==> src/rtl/tmds_rst_pkg.sv <==
// Shared types and constants for the TMDS PLL-lock reset sequencer.
package tmds_rst_pkg;

    typedef enum logic [1:0] {
        WAIT_LOCK = 2'd0,
        STABLE    = 2'd1,
        RUN       = 2'd2,
        REINIT    = 2'd3
    } state_e;

    localparam int                 RELOCK_W   = 8;
    localparam logic [RELOCK_W-1:0] RELOCK_SAT = 8'd255;

    // Largest of three cycle counts; sizes the shared state timer.
    function automatic int max3(input int a, input int b, input int c);
        int m;
        m = (a > b) ? a : b;
        return (m > c) ? m : c;
    endfunction

endpackage

==> src/rtl/sync_2ff.sv <==
// Generic 2-flop synchroniser, asynchronous active-high reset to 0.
module sync_2ff #(
    parameter int WIDTH = 1
) (
    input  logic             clk_i,
    input  logic             rst_i,
    input  logic [WIDTH-1:0] d_i,
    output logic [WIDTH-1:0] q_o
);

    logic [WIDTH-1:0] meta_q;
    logic [WIDTH-1:0] sync_q;

    // Two back-to-back flops give the first stage a cycle to settle.
    always_ff @(posedge clk_i or posedge rst_i) begin
        if (rst_i) begin
            meta_q <= '0;
            sync_q <= '0;
        end else begin
            meta_q <= d_i;
            sync_q <= meta_q;
        end
    end

    assign q_o = sync_q;

endmodule

==> src/rtl/tmds_rst_seq.sv <==
// PLL-lock qualification and reset sequencer for the TMDS pixel/serialiser
// logic. Runs on the free-running init clock.
// Optional feature: define TMDS_RST_SEQ_REINIT_EN to build the REINIT state
// (PLL re-init pulse after a lock timeout). Without it WAIT_LOCK waits forever
// and pll_reinit is tied low.
module tmds_rst_seq
    import tmds_rst_pkg::*;
#(
    parameter int LOCK_STABLE_CYC   = 50000,
    parameter int LOSS_FILT_CYC     = 16,
    parameter int RETRY_TIMEOUT_CYC = 500000,
    parameter int RST_HOLD_CYC      = 32
) (
    input  logic                init_clk,
    input  logic                reset,
    input  logic                pll_lock,
    output logic                pll_reinit,
    output logic                sys_rst,
    output logic                locked,
    output logic [RELOCK_W-1:0] relock_cnt
);

    localparam int TMR_MAX = max3(RETRY_TIMEOUT_CYC, LOCK_STABLE_CYC, RST_HOLD_CYC);
    localparam int TMR_W   = (TMR_MAX > 1) ? $clog2(TMR_MAX) : 1;
    localparam int FLT_W   = (LOSS_FILT_CYC > 1) ? $clog2(LOSS_FILT_CYC) : 1;

    logic                lock_s;
    state_e              state_q, state_d;
    logic [TMR_W-1:0]    timer_q, timer_d;
    logic [FLT_W-1:0]    filt_q, filt_d;
    logic [RELOCK_W-1:0] relock_q, relock_d;
    logic                sys_rst_q, locked_q;

    sync_2ff #(.WIDTH(1)) u_lock_sync (
        .clk_i (init_clk),
        .rst_i (reset),
        .d_i   (pll_lock),
        .q_o   (lock_s)
    );

    // Next-state logic; the shared timer restarts on every state change.
    always_comb begin
        state_d  = state_q;
        timer_d  = timer_q;
        filt_d   = '0;
        relock_d = relock_q;
        case (state_q)
            WAIT_LOCK: begin
                if (lock_s) begin
                    state_d = STABLE;
                end
`ifdef TMDS_RST_SEQ_REINIT_EN
                else if (timer_q == TMR_W'(RETRY_TIMEOUT_CYC - 1)) begin
                    state_d = REINIT;
                end else begin
                    timer_d = timer_q + 1'b1;
                end
`endif
            end
            STABLE: begin
                if (!lock_s) begin
                    state_d = WAIT_LOCK;
                end else if (timer_q == TMR_W'(LOCK_STABLE_CYC - 1)) begin
                    state_d = RUN;
                end else begin
                    timer_d = timer_q + 1'b1;
                end
            end
            RUN: begin
                // Short lock_s drops are filtered; filter clears on any high.
                if (!lock_s) begin
                    if (filt_q == FLT_W'(LOSS_FILT_CYC - 1)) begin
                        state_d = WAIT_LOCK;
                        if (relock_q != RELOCK_SAT) begin
                            relock_d = relock_q + 1'b1;
                        end
                    end else begin
                        filt_d = filt_q + 1'b1;
                    end
                end
            end
`ifdef TMDS_RST_SEQ_REINIT_EN
            REINIT: begin
                // lock_s deliberately ignored while the PLL is being re-inited.
                if (timer_q == TMR_W'(RST_HOLD_CYC - 1)) begin
                    state_d = WAIT_LOCK;
                end else begin
                    timer_d = timer_q + 1'b1;
                end
            end
`endif
            default: begin
                state_d = WAIT_LOCK;
            end
        endcase
        if (state_d != state_q) begin
            timer_d = '0;
        end
    end

    // State, counters and outputs decoded from the next state.
    always_ff @(posedge init_clk or posedge reset) begin
        if (reset) begin
            state_q   <= WAIT_LOCK;
            timer_q   <= '0;
            filt_q    <= '0;
            relock_q  <= '0;
            sys_rst_q <= 1'b1;
            locked_q  <= 1'b0;
        end else begin
            state_q   <= state_d;
            timer_q   <= timer_d;
            filt_q    <= filt_d;
            relock_q  <= relock_d;
            sys_rst_q <= (state_d != RUN);
            locked_q  <= (state_d == RUN);
        end
    end

`ifdef TMDS_RST_SEQ_REINIT_EN
    logic reinit_q;

    // Re-init request is high for exactly the REINIT residency.
    always_ff @(posedge init_clk or posedge reset) begin
        if (reset) begin
            reinit_q <= 1'b0;
        end else begin
            reinit_q <= (state_d == REINIT);
        end
    end

    assign pll_reinit = reinit_q;
`else
    assign pll_reinit = 1'b0;
`endif

    assign sys_rst    = sys_rst_q;
    assign locked     = locked_q;
    assign relock_cnt = relock_q;

endmodule

==> config.mk <==
export PLATFORM = sky130hd
export DESIGN_NAME = tmds_rst_seq
export DESIGN_NICKNAME = d
export VERILOG_FILES = /design/src/rtl/tmds_rst_pkg.sv /design/src/rtl/sync_2ff.sv /design/src/rtl/tmds_rst_seq.sv
export SDC_FILE = /design/constraint.sdc
export NUM_CORES = 1
export LEC_CHECK = 0
export CAP_MARGIN = 10
export CORE_MARGIN = 3
export CORE_UTILIZATION = 56
export CTS_CLUSTER_DIAMETER = 60
export DETAILED_ROUTE_END_ITERATION = 8
export PLACE_DENSITY = 0.88
export REMOVE_ABC_BUFFERS = 1
export SLEW_MARGIN = 20
export SYNTH_ARGS = -nofsm -noshare
export SYNTH_HDL_FRONTEND = slang
export SYNTH_HIERARCHICAL = 1
export SYNTH_SLANG_ARGS = --single-unit
==> constraint.sdc <==
create_clock -name init_clk -period 4.7 [get_ports init_clk]
set_input_delay 0.94 -clock init_clk [delete_from_list [all_inputs] [get_ports init_clk]]
set_output_delay 0.94 -clock init_clk [all_outputs]
set_load 0.05 [all_outputs]
==> impl_metrics.ini <==
[status]
status = complete, no violations

[sta]
rsz0062_at_grt = false
setup_ws_ps = 2100
hold_viol = 0
worst_pin_slew_ps = 945
period_share_pct = 55.3
final_max_slew_viol_count = 0
slew_headroom_pct = 36.9
fin_tns_setup_ps = 0
fin_crit_ps = 2600
skew_ps = 12.5
timing.fmax_mhz = 385
setup_violations = 0
hold_ws_ps = 364

[cts]
cts.sinks = 37
hold_buffers = 0
postCtsSetupRepairBufs = 0
clockBufferDepth = 2
cts_buffers = 5
cts-root-buf = clkbuf_4
clk-insertion-delay-late_ps = 350
cts.htree.levels = 2
cts_tree = done
path_clk_slew_ps = 100
cts-resized-gates = 0

[worst_hold_path]
holdPathEnd = u_lock_sync/q_o
hp-class = register to register
hold_start = u_lock_sync/meta_q
hold_depth = 0

[synthesis]
yosysSeqAreaShare_pct = 51.1
synthXorXnorAreaFrac_pct = 7.72
synth-edff-count = 0
ys_types = 47
netlist_instances = 177
syn_area_sq_um = 1820
ys.warnings.count = 6
synth_flop_cell = dfrtp_1
synth-compound-area-share_pct = 11.4
syn_avg_cell_area_sq_um = 10.3
synth_top_family_by_area = simple AND/OR/NAND/NOR gates
synth_mux_area_share_pct = 0.620
synth_adder_area_share_pct = 2.07
synthSimpleGateAreaFrac_pct = 25.4
synth-seq-cells = 37
ys_async_sr_fraction_pct = 100

[grt]
grt_overflow = 0
antenna_found_initial = 0
grt_pass1_wl_um = 6270
grt_max_degree = 23
grtUsageTotal_pct = 20.1
grt_pass1_vias = 1411

[critical_path]
critPathLaunchType = register
critPathArrivalTime_ps = 1660
path_delay_family = buffers and inverters
reg2reg_to = timer_q[6]
setup.worst_path.class = register to primary output
path_max_fanout = 1
r2r_cells = 6
cp_num_buf_inv = 1
critPathSlowestCell = clkdlybuf4s50_1
slowest_delay_ps = 790
path_cells = clkdlybuf4s50_1
rr_startpoint = filt_q[0]
cp.required_ps = 3760
reg2reg_slack_ps = 2510
end_kind = primary output

[power]
leakagePower_uw = 0.000953
power.density_nw_per_um2 = 280
max-vdd-ir-drop_mv = 0.183

[die]
die-area_sq_um = 3960
io_pins = 14
die_h_um = 62.9
initial_core_util_pct = 59.0
die_x_um = 62.9
rows = 20
core_area_sq_um = 3080

[detailed_routing]
drc_errors = 0
drtIter0Drc = 144
ant_nets = 0
avgRoutedWirePerCell_um = 14.9
vias = 1378
routed_via_density = 5.77
drt-pass1-iter-count = 4
wl_um = 3560

[finish]
diodes = 0
mostFrequentLayoutCells = 36 x dfrtp_1, 19 x nand2_1, 15 x nor2_1, 14 x nand3_1, 12 x clkdlybuf4s50_1
layout_commonest_cell = dfrtp_1
nNetsFinal = 200
syn_to_final_growth_pct = 13.9
post-route-util_pct = 67.2
drive_gt1_share_pct = 9.23

[flow_run]
drv_cap = 0

[placement]
place.gp.congestion = 0.855
portBuffers = 12
dp_slack_ps = 2480
dp.final_hpwl_um = 2630
-- cell usage after synthesis, types with 2 or more instances --
master,n,area share (%)
dfrtp_1,36,50
nand2_1,19,3.9
nor2_1,15,3.1
nand3_1,14,3.9
and3_1,8,2.8
xnor2_1,8,3.9
xor2_1,8,3.9
and2_1,6,2.1
nand4_1,6,2.1
o21ai_0,5,1.4
a21o_1,4,1.7
nor3_1,4,1.1
ha_1,3,2.1
inv_1,3,0.62
a211oi_2,2,1.4
a31oi_1,2,0.69
and4_1,2,0.97
o21ai_1,2,0.55
o31ai_1,2,0.83
-- area by class of cell --
cell class / instances / area (sq um)
well taps: 44 / 55.1
multi-input cells: 134 / 861
inverters: 3 / 11.3
repair buffers: 13 / 128
fillers: 244 / 1010
clock inverters: 1 / 30.0
clock buffers: 7 / 55.1
flip-flops and latches: 37 / 927
-- routing by layer --
layer / GRT usage [%] / wire length [um]
met4: 6.06 / 44
met1: 26.0 / 1570
met3: 4.86 / 146
met2: 33.3 / 1800
met5: 0 / 0
-- report_power, final --
part	internal, uW	switching (uW)	total (uW)
clock network	127	105	232
logic	6.61	16.6	23.2
registers	321	2.60	324
total	455	124	579
-- state kept, by name, indices dropped and copies added (netlist names) --
register,cells
locked,1
sys_rst,1
state_q,2
timer_q,19
u_lock_sync/meta_q,1
u_lock_sync/q_o,1
filt_q,4
relock_cnt,8
-- kinds of logic after synthesis --
group | Yosys count
and+or+nand+nor | 87
DFF | 37
AOI/OAI and AO/OA | 26
xor gates and xnor gates | 16
buffers and inverters | 6
adders and majority gates | 3
other | 1
muxes | 1
-- stage by stage --
stage               cells  cell area (sq um)  power [uW]
floorplan             174               1800         346
global placement      231               1980         352
detailed placement    231               1980         354
CTS                   239               2070         578
global route          239               2070         598
finish                239               2070         579
-- worst max path at each step --
stage	start	to	slack [ps]	cells past startpoint
after floorplan	relock_cnt[0]	relock_cnt[1]	2720	4
after global routing	sys_rst	sys_rst	2070	1
after detailed placement	sys_rst	sys_rst	2480	1
final	sys_rst	sys_rst	2100	1
after CTS	sys_rst	sys_rst	2100	1
after global placement	sys_rst	sys_rst	2480	1
Power figures use the tool's default switching activity.
